$ cat src/rtl/io_pkg.sv
// Shared constants and types for the memory-mapped input port: register map,
// status bit layout and the read-handshake state encoding.
package io_pkg;

    localparam logic IO_ADDR_SW     = 1'b0;
    localparam logic IO_ADDR_STATUS = 1'b1;

    localparam int STAT_BTN  = 0;
    localparam int STAT_PEND = 1;

    typedef enum logic [1:0] {
        IDLE     = 2'd0,
        ACK      = 2'd1,
        WAIT_LOW = 2'd2
    } rd_state_t;

    // Status register image: {6'b0, pend, btn}.
    function automatic logic [7:0] make_status(input logic pend, input logic btn);
        logic [7:0] word;
        word            = 8'h00;
        word[STAT_BTN]  = btn;
        word[STAT_PEND] = pend;
        return word;
    endfunction

endpackage

$ cat src/rtl/io_input_port_if.sv
// CPU read bus of the input port: four-phase req/ack with a one-bit register address.
interface io_input_port_if;

    logic       rd_req;
    logic       rd_addr;
    logic [7:0] rd_data;
    logic       rd_ack;

    modport master (output rd_req, output rd_addr, input rd_data, input rd_ack);
    modport slave  (input rd_req, input rd_addr, output rd_data, output rd_ack);

endinterface

$ cat src/rtl/debounce_bit.sv
// One raw pin: two-flop synchroniser followed by a stable-count debouncer.
// The level only moves after DEBOUNCE_CYCLES consecutive disagreeing samples.
module debounce_bit #(
    parameter int DEBOUNCE_CYCLES = 20000,
    parameter int CNT_W           = 15
) (
    input  logic clk,
    input  logic rst,
    input  logic raw,
    output logic level
);

    localparam logic [CNT_W-1:0] LAST = CNT_W'(DEBOUNCE_CYCLES - 1);

    logic             sync1;
    logic             s;
    logic [CNT_W-1:0] c;

    always_ff @(posedge clk) begin
        // NOTE: non-blocking assignments so every flop samples pre-edge values;
        // blocking here would collapse the two synchroniser stages into one.
        if (rst) begin
            sync1 <= 1'b0;
            s     <= 1'b0;
            level <= 1'b0;
            c     <= '0;
        end else begin
            sync1 <= raw;
            s     <= sync1;
            if (s == level) begin
                c <= '0;
            end else if (c == LAST) begin
                level <= s;
                c     <= '0;
            end else begin
                c <= c + CNT_W'(1);
            end
        end
    end

endmodule

$ cat src/rtl/io_input_port.sv
// Memory-mapped input port: debounced switches and push-button, a sticky
// button-press latch, and a req/ack read FSM serving the CPU.
module io_input_port
    import io_pkg::*;
#(
    parameter int DEBOUNCE_CYCLES = 20000,
    parameter int CNT_W           = 15
) (
    input  logic            clk,
    input  logic            rst,
    input  logic [7:0]      sw,
    input  logic            btn,
    io_input_port_if.slave  bus
);

    logic [7:0] d_sw;
    logic       d_btn;

    for (genvar i = 0; i < 8; i++) begin : g_sw
        debounce_bit #(
            .DEBOUNCE_CYCLES(DEBOUNCE_CYCLES),
            .CNT_W          (CNT_W)
        ) u_sw (
            .clk  (clk),
            .rst  (rst),
            .raw  (sw[i]),
            .level(d_sw[i])
        );
    end

    debounce_bit #(
        .DEBOUNCE_CYCLES(DEBOUNCE_CYCLES),
        .CNT_W          (CNT_W)
    ) u_btn (
        .clk  (clk),
        .rst  (rst),
        .raw  (btn),
        .level(d_btn)
    );

    rd_state_t  state;
    logic       d_btn_q;
    logic       pend;
    logic [7:0] rd_data_q;
    logic       rd_ack_q;

    logic       btn_rise;
    logic       capture;
    logic       status_cap;
    logic [7:0] read_word;

    always_comb begin
        // NOTE: every output gets a default before any branch, so no latch is inferred.
        btn_rise   = 1'b0;
        capture    = 1'b0;
        status_cap = 1'b0;
        read_word  = d_sw;

        btn_rise   = d_btn & ~d_btn_q;
        capture    = (state == IDLE) && bus.rd_req;
        status_cap = capture && (bus.rd_addr == IO_ADDR_STATUS);
        if (bus.rd_addr == IO_ADDR_STATUS) begin
            read_word = make_status(pend, d_btn);
        end
    end

    // A press arriving in the same cycle as a status capture survives the clear;
    // the captured word still carries the old pend.
    always_ff @(posedge clk) begin
        if (rst) begin
            d_btn_q <= 1'b0;
            pend    <= 1'b0;
        end else begin
            d_btn_q <= d_btn;
            if (btn_rise) begin
                pend <= 1'b1;
            end else if (status_cap) begin
                pend <= 1'b0;
            end
        end
    end

    always_ff @(posedge clk) begin
        if (rst) begin
            state     <= IDLE;
            rd_data_q <= 8'h00;
            rd_ack_q  <= 1'b0;
        end else begin
            case (state)
                IDLE: begin
                    if (capture) begin
                        rd_data_q <= read_word;
                        rd_ack_q  <= 1'b1;
                        state     <= ACK;
                    end
                end
                ACK: begin
                    rd_ack_q <= 1'b0;
                    state    <= WAIT_LOW;
                end
                WAIT_LOW: begin
                    // The CPU must drop rd_req before another capture can happen.
                    if (!bus.rd_req) begin
                        state <= IDLE;
                    end
                end
                default: begin
                    rd_ack_q <= 1'b0;
                    state    <= IDLE;
                end
            endcase
        end
    end

    assign bus.rd_data = rd_data_q;
    assign bus.rd_ack  = rd_ack_q;

endmodule

$ cat src/flat_wrapper.sv
// flat-port wrapper written by rule: the top's interface ports become plain ports
module io_input_port_flat import io_pkg::*;
#(
    parameter int DEBOUNCE_CYCLES = 20000,
    parameter int CNT_W           = 15
)
  (clk, rst, sw, btn, bus_rd_req, bus_rd_addr, bus_rd_data, bus_rd_ack);
  io_input_port_if bus_i ();
  input  logic clk;
  input  logic rst;
  input  logic [7:0] sw;
  input  logic btn;
  input wire logic [$bits(bus_i.rd_req)-1:0] bus_rd_req;
  input wire logic [$bits(bus_i.rd_addr)-1:0] bus_rd_addr;
  output wire logic [$bits(bus_i.rd_data)-1:0] bus_rd_data;
  output wire logic [$bits(bus_i.rd_ack)-1:0] bus_rd_ack;
  assign bus_i.rd_req = bus_rd_req;
  assign bus_i.rd_addr = bus_rd_addr;
  assign bus_rd_data = bus_i.rd_data;
  assign bus_rd_ack = bus_i.rd_ack;
  io_input_port #(.DEBOUNCE_CYCLES(DEBOUNCE_CYCLES), .CNT_W(CNT_W)) u_core (.clk(clk), .rst(rst), .sw(sw), .btn(btn), .bus(bus_i));
endmodule
$ cat config.mk
export PLATFORM = sky130hd
export DESIGN_NAME = io_input_port_flat
export DESIGN_NICKNAME = d
export VERILOG_FILES = /design/src/rtl/io_pkg.sv /design/src/rtl/io_input_port_if.sv /design/src/rtl/debounce_bit.sv /design/src/rtl/io_input_port.sv /design/src/flat_wrapper.sv
export SDC_FILE = /design/constraint.sdc
export NUM_CORES = 1
export LEC_CHECK = 0
export ABC_CLOCK_PERIOD_IN_PS = 2160
export CAP_MARGIN = 25
export CORE_ASPECT_RATIO = 0.9
export CORE_MARGIN = 4
export CORE_UTILIZATION = 35
export DETAILED_ROUTE_END_ITERATION = 16
export GPL_TIMING_DRIVEN = 1
export PLACE_DENSITY = 0.59
export SYNTH_ARGS = -nofsm -noshare
export SYNTH_HDL_FRONTEND = slang
export SYNTH_SLANG_ARGS = --single-unit
$ cat constraint.sdc
create_clock -name clk -period 2.16 [get_ports clk]
set_clock_uncertainty 0.05 [all_clocks]
set_input_delay 0.648 -clock clk [delete_from_list [all_inputs] [get_ports clk]]
set_output_delay 0.648 -clock clk [all_outputs]
set_load 0.01 [all_outputs]
==> results.tsv <==
stage	metric	value	unit
worst_setup_path	crit_buf_inv	1	
detailed_routing	ant_nets	0	
grt	grt.busiest_layer	met2	
synth	syn_area_per_cell	9.08	um2
cts	post_cts_buffers	0	
timing	slew-limit-headroom	0.671	
cts	holdBufCountCts	0	
die	initial_core_util	0.360	
detailed_routing	wl_per_cell	11.8	um
hold_path	hp-class	reg2reg	
placement	gp_congestion	0.771	
run	max-cap-violations	0	
placement	hpwl	8.92	mm
synth	ys_types	40	
cts	path_clk_slew	70	ps
grt	grt_pass1_wl	22.9	mm
die	die_area	23200	um2
grt	grt_max_degree	18	
grt	track_usage	0.117	
cts	htreeDepth	4	
die	num_rows	49	
grt	antenna_found_initial	0	
cts	insertion_delay	420	ps
finish	syn_to_final_growth	14.9	%
worst_setup_path	worst_ep_required_time	1460	ps
synth	synthCells	803	
synth	syn_area	7290	um2
timing	rsz0062_at_grt	false	
finish	design_area	8380	um2
grt	grt_pass1_vias	4905	
worst_setup_path	crit_family	buffers and inverters	
detailed_routing	drtPass1Iterations	4	
worst_setup_path	arrival	1370	ps
finish	num-nets-final	854	
worst_setup_path	critPathLaunchType	register	
cts	cts_made_buffers	17	
power	leakage	2.75	nW
worst_setup_path	path_cells	clkdlybuf4s50_1	
cts	cts_root_buf	clkbuf_16	
synth	ys.warnings.count	0	
timing	setup_tns	0	ps
die	boundaryPins	22	
finish	fin_cells	1100	
synth	async_flop_share	0	
timing	fmax	0.484	GHz
timing	finalSetupViolCount	0	
synth	synth_edf_count	0	
die	fp.dieH	145	um
detailed_routing	vias	5201	
detailed_routing	first_iter_violations	183	
timing	drv_slew	0	
power	ir_drop	0.515	mV
placement	port_buffers	21	
timing	final.period_utilization	0.957	
power	power.density	749	nW/um2
grt	use_met2	0.174	
cts	cts_tree	built	
die	die_x	160	um
detailed_routing	drc_errors	0	
power	power.total	6.28	mW
status	outcome	complete, no violations	
worst_setup_path	end_kind	output pin	
worst_setup_path	crit_path_max_incr_delay	570	ps
cts	cts.path.max_buffers	2	
grt	grtUsageMet1	0.164	
worst_setup_path	critPathMaxFanout	2	
synth	ys_seq_elements	175	
timing	hold_viol_final	0	
synth	synth_ff_type	dfxtp_1	
synth	yosysSeqAreaShare	0.480	
timing	period_minus_slack	2070	ps
cts	ctsResizeCount	0	
finish	drive_gt1_frac	0.0711	
die	core	20200	um2
placement	dp.cells	1068	
placement	postPlaceCellArea	7820	um2
timing	tightest_slew	493	ps
worst_setup_path	slowest_stage	clkdlybuf4s50_1	
synth	syn_nets	825	
detailed_routing	wl	13.0	mm
grt	gr-total-overflow	0	
detailed_routing	vias_per_cell	4.73	
cts	cts.sinks	175	
worst_setup_path	critPathKind	reg2out	
grt	use_met3	0.0258	
-- synth_stat cells, types with 2 or more instances --
cell	count	area [um2]
or4_4	2	22.5
buf_6	2	22.5
ha_1	9	113
nor4_1	18	113
or3_1	4	25.0
nand2b_1	8	50.1
a211oi_1	2	15.0
nor2b_1	20	125
o21ai_0	3	15.0
inv_1	15	56.3
a21oi_1	11	55.1
nand3b_1	6	45.0
nand3_1	45	225
and4_1	18	158
mux2i_1	11	110
nor2_1	158	593
nand2_1	43	161
nand4_1	41	257
dfxtp_1	175	3500
nor4b_1	9	78.8
nor3_1	21	105
buf_1	3	11.3
and3_1	12	75.1
or4b_1	5	50.1
and2_1	5	31.3
xor2_1	61	534
xnor2_1	62	543
clkbuf_1	22	82.6
-- cell families after synthesis --
group	count (synthesis)	synth area share
DFF	175	0.480
muxes	12	0.0166
adders and majority gates	9	0.0154
buffers and inverters	44	0.0264
AOI/OAI and AO/OA	16	0.0117
xor gates and xnor gates	123	0.148
and+or+nand+nor	424	0.302
-- routing by layer --
layer | vias up | wire length, um
met4 | 0 | 194
met3 | 14 | 305
met2 | 41 | 5540
met1 | 2368 | 6910
li1 | 2778 | -
met5 | - | 0
-- path summary, 6_finish.rpt --
path | from | slack (ps) | endpoint | cells past startpoint
worst max-delay path | u_core.bus.rd_data[4] | 90 | bus_rd_data[4] | 1
worst min-delay path | u_core.g_sw[1].u_sw.sync1 | 380 | u_core.g_sw[1].u_sw.s | 1
worst max register to register | u_core.g_sw[3].u_sw.c[12] | 250 | u_core.g_sw[3].u_sw.c[2] | 4
worst min register to register | u_core.g_sw[1].u_sw.sync1 | 380 | u_core.g_sw[1].u_sw.s | 1
-- placed cells by master, fill, tap and decap left out, types with 4 or more instances in the layout --
master	Yosys	final
a21oi_1	11	11
and2_1	5	5
and3_1	12	12
and4_1	18	18
buf_4	0	18
clkbuf_16	0	17
clkdlybuf4s50_1	0	20
clkinv_2	0	4
clkinvlp_4	0	4
dfxtp_1	175	175
ha_1	9	9
inv_1	15	15
mux2i_1	11	11
nand2_1	43	43
nand2b_1	8	8
nand3_1	45	45
nand3b_1	6	6
nand4_1	41	41
nor2_1	158	158
nor2b_1	20	20
nor3_1	21	21
nor4_1	18	18
nor4b_1	9	9
or3_1	4	4
or4b_1	5	5
xnor2_1	62	62
xor2_1	61	61
-- cell type report --
type                    instances  area [um2]
inverters                      15        56.3
fillers                      1997       11900
clock buffers                  18         439
repair buffers                 39         340
flip-flops and latches        175        3500
clock inverters                13         115
diodes                          1        2.50
multi-input cells             584        3600
well taps                     255         319
-- sequential cells by signal, indices dropped and copies added, names as in the netlist, 2 cells and up --
| name | cells |
|---|---|
| u_core.g_sw.u_sw.level | 8 |
| u_core.state | 2 |
| u_core.u_btn.c | 15 |
| u_core.g_sw.u_sw.sync1 | 8 |
| u_core.g_sw.u_sw.c | 120 |
| u_core.g_sw.u_sw.s | 8 |
| u_core.bus.rd_data | 8 |
-- metrics by stage --
stage / hold WS [ps] / setup slack (ps) / util
2_1_floorplan: 363 / 343 / -
4_1_cts: 380 / 43.9 / 0.414
3_5_place_dp: 373 / 244 / 0.387
6_report: 382 / 92.1 / 0.414
3_3_place_gp: 367 / 223 / 0.387
5_1_grt: 399 / 37.5 / 0.414
-- where the power goes --
group	internal [mW]	switching [mW]	leakage [nW]	total [mW]
Combinational	0.0644	0.0681	1.07	0.132
Clock	1.61	1.26	0.264	2.87
Sequential	3.25	0.0168	1.41	3.27
Total	4.93	1.35	2.75	6.28
(Power assumes the default switching activity.)
